<file path="src/rtl/seq_divider_pkg.sv">
// Shared types and constants for the sequential restoring divider.
package seq_divider_pkg;

  typedef enum logic [1:0] {
    IDLE = 2'd0,
    RUN  = 2'd1,
    DONE = 2'd2
  } state_e;

  localparam int unsigned DIV_WIDTH_DEFAULT = 4;

  // Step counter must hold WIDTH itself so it never wraps mid-division.
  function automatic int unsigned step_cnt_width(input int unsigned width);
    return $clog2(width) + 1;
  endfunction

endpackage

</file>
<file path="src/rtl/seq_divider_trial_subtractor.sv">
// N-bit ripple subtractor (a + ~b + 1) producing difference and borrow-out.
module trial_subtractor #(
  parameter int unsigned N = 5
) (
  input  logic [N-1:0] a_i,
  input  logic [N-1:0] b_i,
  output logic [N-1:0] diff_o,
  output logic         borrow_o
);

  logic carry_out;

  always_comb begin
    logic [N:0] carry;
    carry    = '0;
    carry[0] = 1'b1;
    diff_o   = '0;
    for (int unsigned i = 0; i < N; i++) begin
      diff_o[i]  = a_i[i] ^ ~b_i[i] ^ carry[i];
      carry[i+1] = (a_i[i] & ~b_i[i]) | (carry[i] & (a_i[i] ^ ~b_i[i]));
    end
    carry_out = carry[N];
  end

  assign borrow_o = ~carry_out;

endmodule

</file>
<file path="src/rtl/seq_divider.sv">
// Multi-cycle unsigned restoring divider, one quotient bit per clock.
// Define SEQ_DIVIDER_DBZ_EN for the single-cycle divide-by-zero path and div_by_zero flag.
module seq_divider
  import seq_divider_pkg::*;
#(
  parameter int unsigned WIDTH = DIV_WIDTH_DEFAULT
) (
  input  logic             clk,
  input  logic             rst_n,
  input  logic             start,
  input  logic [WIDTH-1:0] dividend,
  input  logic [WIDTH-1:0] divisor,
  output logic             busy,
  output logic             done,
  output logic [WIDTH-1:0] quotient,
  output logic [WIDTH-1:0] remainder,
  output logic             div_by_zero
);

  localparam int unsigned   CW        = step_cnt_width(WIDTH);
  localparam logic [CW-1:0] LAST_STEP = CW'(WIDTH - 1);

  state_e           state_q;
  logic [WIDTH:0]   r_q, r_shift, r_d, trial;
  logic [WIDTH-1:0] q_q, q_d, dvsr_q, quot_q, rem_q;
  logic [CW-1:0]    cnt_q;
  logic             busy_q, done_q, dbz_q, borrow;
  logic             unused_r_msb;

  // The partial remainder stays below the divisor, so its top bit is never shifted out.
  assign unused_r_msb = r_q[WIDTH];

  assign r_shift = {r_q[WIDTH-1:0], q_q[WIDTH-1]};

  trial_subtractor #(
    .N(WIDTH + 1)
  ) u_trial (
    .a_i     (r_shift),
    .b_i     ({1'b0, dvsr_q}),
    .diff_o  (trial),
    .borrow_o(borrow)
  );

  assign r_d = borrow ? r_shift : trial;
  assign q_d = {q_q[WIDTH-2:0], ~borrow};

  always_ff @(posedge clk or negedge rst_n) begin
    if (!rst_n) begin
      state_q <= IDLE;
      r_q     <= '0;
      q_q     <= '0;
      dvsr_q  <= '0;
      cnt_q   <= '0;
      busy_q  <= 1'b0;
      done_q  <= 1'b0;
      quot_q  <= '0;
      rem_q   <= '0;
      dbz_q   <= 1'b0;
    end else begin
      done_q <= 1'b0;
      case (state_q)
        RUN: begin
          r_q   <= r_d;
          q_q   <= q_d;
          cnt_q <= cnt_q + CW'(1);
          if (cnt_q == LAST_STEP) begin
            state_q <= DONE;
            busy_q  <= 1'b0;
            done_q  <= 1'b1;
            quot_q  <= q_d;
            rem_q   <= r_d[WIDTH-1:0];
            dbz_q   <= 1'b0;
          end
        end
        default: begin
          // IDLE and DONE both accept a request, giving back-to-back operation.
          if (start) begin
            r_q    <= '0;
            q_q    <= dividend;
            dvsr_q <= divisor;
            cnt_q  <= '0;
`ifdef SEQ_DIVIDER_DBZ_EN
            if (divisor == '0) begin
              state_q <= DONE;
              done_q  <= 1'b1;
              quot_q  <= '1;
              rem_q   <= dividend;
              dbz_q   <= 1'b1;
            end else begin
              state_q <= RUN;
              busy_q  <= 1'b1;
            end
`else
            state_q <= RUN;
            busy_q  <= 1'b1;
`endif
          end else begin
            state_q <= IDLE;
          end
        end
      endcase
    end
  end

  assign busy        = busy_q;
  assign done        = done_q;
  assign quotient    = quot_q;
  assign remainder   = rem_q;
  assign div_by_zero = dbz_q;

endmodule

</file>
<file path="config.mk">
export PLATFORM = sky130hd
export DESIGN_NAME = seq_divider
export DESIGN_NICKNAME = d
export VERILOG_FILES = /design/src/rtl/seq_divider_pkg.sv /design/src/rtl/seq_divider_trial_subtractor.sv /design/src/rtl/seq_divider.sv
export SDC_FILE = /design/constraint.sdc
export NUM_CORES = 1
export LEC_CHECK = 0
export CORE_MARGIN = 2
export CORE_UTILIZATION = 45
export CTS_BUF_LIST = sky130_fd_sc_hd__clkbuf_4
export DETAILED_ROUTE_END_ITERATION = 8
export PLACE_DENSITY = 0.75
export SLEW_MARGIN = 20
export SYNTH_ARGS = -nofsm -noshare
export SYNTH_HDL_FRONTEND = slang
export SYNTH_SLANG_ARGS = --single-unit
export TNS_END_PERCENT = 20
</file>
<file path="constraint.sdc">
create_clock -name clk -period 3.6 [get_ports clk]
set_clock_uncertainty 0.1 [all_clocks]
set_input_delay 1.08 -clock clk [delete_from_list [all_inputs] [get_ports clk]]
set_output_delay 1.08 -clock clk [all_outputs]
set_load 0.01 [all_outputs]
</file>
---- Word-level counts from Yosys, hierarchy flattened ----
Index checks and enable logic that the tools add are counted.
Widths: inputs -> output; s select.
operators by class
  $add $sub $neg .......................... 1
  reduce and logical (&&, ||, !) cells .... 4
  multiplexer cells ....................... 15
  bitwise operators ....................... 27
  equality and inequality tests ........... 3
operators with widths
  kind                 count
  $mux 4               5
  $and 1x1->1          8
  $not 1->1            7
  $xor 1x1->1          7
  $mux 1               6
  $mux 3               2
  $reduce_and 2->1     3
  $or 1x1->1           5
  $mux 2               2
  $add 3x1->3 const B  1
  $eq 3x2->1 const B   1
  $eq 2x1->1 const B   1
  $ne 2x2->1 const B   1
  $reduce_bool 2->1    1
storage, ports and cells
  register bits ........................... 27
  logic and storage cells ................. 59
  output and inout bits ................... 11

---- Longest topological paths before layout ----
  word-level depth ........................ 13
  depth in mapped cells ................... 11
  depth with buffers taken out ............ 10

---- Modules after synthesis ----
From an unflattened synthesis, not the netlist that was laid out.
second synthesis, totals
  cells, all modules ...................... 110
  area total of the unflattened synthesis .. 1318.8 um^2
modules (own cells, without submodules)
  module            cells an instance  times used  seq. area each (um^2)  area each (um^2)
  seq_divider       95                 1           675.6                  1188.6
  trial_subtractor  15                 1           0.0                    130.1

---- Worst setup path before layout ----
Ideal clock, no wire load.
  path type ............................... register to register
  from .................................... register q_q[3]
  to ...................................... register r_q[0]
  clock period less this slack ............ 2.346 ns
  slack ................................... 1.254 ns
  cell stages (with the launch flop) ...... 12
  arrival time ............................ 2.172 ns
  setup time .............................. 0.074 ns
  path through ............................ dfrtp_1 inv_1 ha_1 inv_1 fa_1 fa_1 inv_1 fa_1 nor2b_2 buf_6 mux2_4 o21ai_2
on the way
  word-level cells in the longest chain between the ends .. 12
  elaborated cells on any way between the ends .. 14
ends and longest elaborated chain
  what                                        line                                                                    source
  from (decl)                                 seq_divider.sv:25                                                       logic [WIDTH-1:0] q_q, q_d, dvsr_q, quot_q, rem_q;
  from (signal assigned)                      seq_divider.sv:64                                                       q_q <= q_d;
  from (signal assigned)                      seq_divider.sv:79                                                       q_q <= dividend;
  $and 1x1->1 or $xor 1x1->1 (tied branches)  seq_divider_trial_subtractor.sv:20, seq_divider_trial_subtractor.sv:19
  $or 1x1->1                                  seq_divider_trial_subtractor.sv:20                                      carry[i+1] = (a_i[i] & ~b_i[i]) | (carry[i] & (a_i[i] ^ ~b_i[i]));
  $and 1x1->1                                 seq_divider_trial_subtractor.sv:20
  $or 1x1->1                                  seq_divider_trial_subtractor.sv:20
  $and 1x1->1                                 seq_divider_trial_subtractor.sv:20
  $or 1x1->1                                  seq_divider_trial_subtractor.sv:20
  $and 1x1->1                                 seq_divider_trial_subtractor.sv:20
  $or 1x1->1                                  seq_divider_trial_subtractor.sv:20
  $and 1x1->1                                 seq_divider_trial_subtractor.sv:20
  $or 1x1->1                                  seq_divider_trial_subtractor.sv:20
  $mux 4 *                                    seq_divider.sv:44                                                       assign r_d = borrow ? r_shift : trial;
  $mux 4 *                                    seq_divider.sv:61                                                       case (state_q)
  to (signal assigned)                        seq_divider.sv:63                                                       r_q <= r_d;
  to (decl)                                   seq_divider.sv:24                                                       logic [WIDTH:0] r_q, r_shift, r_d, trial;
Every way passes the cells marked *; elsewhere a longest branch is shown, timed or not.
A chain may end at the register's enable or synchronous reset.

---- Worst setup path after layout ----
  from .................................... register q_q[3]
  to ...................................... register rem_q[3], in the netlist remainder[3]
on the way
  word-level cells in the longest chain between the ends .. 11
  elaborated cells on any way between the ends .. 13
ends and longest elaborated chain
  what                                        line                                source
  $and 1x1->1 or $xor 1x1->1 (tied branches)  seq_divider_trial_subtractor.sv:20
  $or 1x1->1 *                                seq_divider_trial_subtractor.sv:20
  $and 1x1->1 *                               seq_divider_trial_subtractor.sv:20
  $or 1x1->1 *                                seq_divider_trial_subtractor.sv:20
  $and 1x1->1 *                               seq_divider_trial_subtractor.sv:20
  $or 1x1->1 *                                seq_divider_trial_subtractor.sv:20
  $and 1x1->1                                 seq_divider_trial_subtractor.sv:20
  $or 1x1->1                                  seq_divider_trial_subtractor.sv:20
  $and 1x1->1                                 seq_divider_trial_subtractor.sv:20
  $or 1x1->1                                  seq_divider_trial_subtractor.sv:20
  $mux 4 *                                    seq_divider.sv:44
  to (signal assigned)                        seq_divider.sv:71                   rem_q <= r_d[WIDTH-1:0];
  to (decl)                                   seq_divider.sv:25
Marks and branches as above.

==> impl_metrics.json <==
{
  "num_io_pins": 22,
  "cts_buffer_depth": 2,
  "n_antenna_cell": 0,
  "crit_type": "flip-flop to flip-flop",
  "p_per_area_nw_per_um2": 923,
  "vias_per_cell": 5.11,
  "cts-root-buf": "clkbuf_4",
  "final-hold-violation-count": 0,
  "rr_worst_depth": 10,
  "dieHeight_um": 57.7,
  "initial_core_util_pct": 47.1,
  "post-route-period-util_pct": 71.7,
  "use_met3_pct": 3.57,
  "dpl.hpwl_mm": 1.51,
  "slew_viol_final": 0,
  "synthDistinctLibCells": 27,
  "arrival_ns": 2.70,
  "cts_tree": "done",
  "grtUsageMet1_pct": 21.6,
  "fillers": 233,
  "period_needed_ns": 2.58,
  "synth.net_count": 120,
  "max_slew.worst_pin.slew_ns": 0.587,
  "synth-seq-cells": 27,
  "via_count": 782,
  "worst_hold_path_type": "flip-flop to flip-flop",
  "die_x_um": 57.7,
  "grt_setup_unrepaired": "false",
  "ant_nets": 0,
  "syn_to_final_growth_pct": 16.7,
  "cts_hold_buf": 0,
  "place_area_um2": 1480,
  "post-cts-setup-buffer-count": 0,
  "routed_wl_mm": 2.06,
  "first_iter_violations": 9,
  "wl_per_cell_um": 13.5,
  "gp_congestion": 0.803,
  "status": "finished clean",
  "antenna_found_initial": 0,
  "reg2reg_slack_ns": 1.02,
  "drv_cap": 0,
  "grt_usage_pct": 15.5,
  "dr.pass1.iters": 2,
  "clock_latency_ns": 0.31,
  "drc": 0,
  "r2r_start": "q_q[3]$_DFFE_PN0P_",
  "grt_max_degree": 28,
  "clock_sinks": 27,
  "p_leak_nw": 0.722,
  "start_kind": "flip-flop",
  "hold_start": "remainder[0]$_DFFE_PN0P_",
  "r2r-end": "remainder[3]$_DFFE_PN0P_",
  "setup_violations": 0,
  "syn_inst": 103,
  "grtUsageMet2_pct": 23.9,
  "syn_area_um2": 1300,
  "coreArea_um2": 2760,
  "grt_pass1_vias": 845,
  "fin_setup_tns_ns": 0,
  "cp.required_ns": 3.72,
  "final_layout_size_suffix_gt1_share_pct": 18.0,
  "irDropWorstVdd_v": 0.000479,
  "grt-ovfl-total": 0,
  "grt_pass1_wl_mm": 3.93,
  "cts_resized": 0,
  "hold_end": "remainder[0]$_DFFE_PN0P_",
  "fmax_ghz": 0.387,
  "slew_headroom_pct": 60.7,
  "p_total_mw": 1.40,
  "cts_max_level": 1,
  "rows": 19,
  "ys_seq_area_share_pct": 52.1,
  "cp_max_fo": 6,
  "min_path_cells": 2,
  "clk_pin_slew_worst_paths_ns": 0.13,
  "grt.busiest_layer": "met2",
  "end_kind": "flip-flop",
  "synth_warnings": 0,
  "timing.final.ws_setup_ns": 1.02,
  "die_area_um2": 3330,
  "port_buffers": 20,
  "final_area_um2": 1510,
  "synth_area_per_cell_um2": 12.6,
  "final_nets": 140,
  "post-place-ws_ns": 0.974,
  "cts_buffers": 3
}
-- routing by layer --
layer / vias up / wire length, um
li1: 380 / -
met2: 14 / 953
met4: 0 / 26
met1: 384 / 991
met5: - / 0
met3: 4 / 87
-- stage by stage --
step	util [%]	hold slack (ns)	std cells
floorplan	-	0.365	103
global placement	53.8	0.366	149
detailed placement	53.8	0.367	149
CTS	54.9	0.399	153
global route	54.9	0.418	153
finish	54.9	0.395	153
-- cells in the mapped netlist (all sizes together) --
library cell / count / area share (%)
dfrtp: 27 / 52
o21ai: 11 / 4.8
mux2: 10 / 10
nand2: 10 / 3.5
inv: 9 / 2.6
buf: 6 / 4.6
mux2i: 6 / 4.6
nand3b: 4 / 3.3
fa: 3 / 4.6
ha: 3 / 2.9
nor2: 3 / 0.87
a21oi: 2 / 0.77
nor2b: 2 / 1.2
or3: 2 / 0.96
a211oi: 1 / 0.58
a22o: 1 / 0.68
and2b: 1 / 0.77
conb: 1 / 0.29
nand2b: 1 / 0.48
-- final cells by class --
type,instances,area (um^2),share of cell area [%]
flip-flops and latches,27,676,44.6
well taps,31,38.8,2.56
clock buffers,4,30.0,1.98
multi-input cells,61,528,34.9
repair buffers,21,208,13.7
inverters,9,33.8,2.23
-- sequential cells by signal (all words and copies together), names as in the netlist --
| name | cells |
|---|---|
| quotient | 4 |
| remainder | 4 |
| r_q | 4 |
| state_q | 2 |
| dvsr_q | 4 |
| q_q | 4 |
| busy | 1 |
| done | 1 |
| cnt_q | 3 |
-- critical path: stages (launching register included) --
cell	delay, ns
dfrtp_1	0.41
inv_1	0.07
ha_1	0.14
inv_1	0.05
fa_1	0.37
fa_1	0.36
inv_1	0.07
fa_1	0.15
nor2b_2	0.33
mux2i_1	0.16
mux2_2	0.28
-- power by group --
group	switching [mW]	internal (mW)	total, mW
sequential	0.0900	0.456	0.546
combinational	0.336	0.382	0.718
clock	0.0832	0.0508	0.134
total	0.509	0.888	1.40
-- layout by cell type, fill, tap and decap left out --
master	Yosys	routed
mux2_2	4	4
mux2_4	6	6
a211oi_1	1	1
inv_1	8	8
a22o_1	1	1
and2b_4	1	1
a21oi_1	2	2
or3_1	2	2
dfrtp_1	27	27
nand3b_4	1	1
nor2_1	3	3
o21ai_0	5	5
nand2_1	9	9
o21ai_2	2	2
nor2b_2	1	1
fa_1	3	3
nor2b_1	1	1
buf_4	2	1
nand3b_1	3	3
conb_1	1	1
clkdlybuf4s50_1	0	20
ha_1	3	3
nand2_4	1	1
inv_2	1	1
mux2i_1	6	6
clkbuf_4	0	4
nand2b_1	1	1
o21ai_1	4	4
-- cells by family after synthesis --
kind of cell	after synthesis	synth area share (%)
other	1	0.289
AOI/OAI and AO/OA	15	6.85
and+or+nand+nor	23	11.0
muxes	16	15.0
DFF	27	52.1
buffers and inverters	15	7.23
adders and majority gates	6	7.52
-- worst max path at each step --
stage	start	endpoint	slack [ns]	depth (start not counted)
final	q_q[3]$_DFFE_PN0P_	remainder[3]$_DFFE_PN0P_	1.02	10
after CTS	q_q[3]$_DFFE_PN0P_	remainder[3]$_DFFE_PN0P_	1.01	10
after floorplan	q_q[3]$_DFFE_PN0P_	r_q[0]$_DFFE_PN0P_	1.25	11
after global routing	q_q[3]$_DFFE_PN0P_	remainder[2]$_DFFE_PN0P_	0.85	10
after detailed placement	start	dvsr_q[1]$_DFFE_PN0P_	0.97	3
after global placement	start	dvsr_q[3]$_DFFE_PN0P_	0.98	3
(Power assumes the default switching activity.)
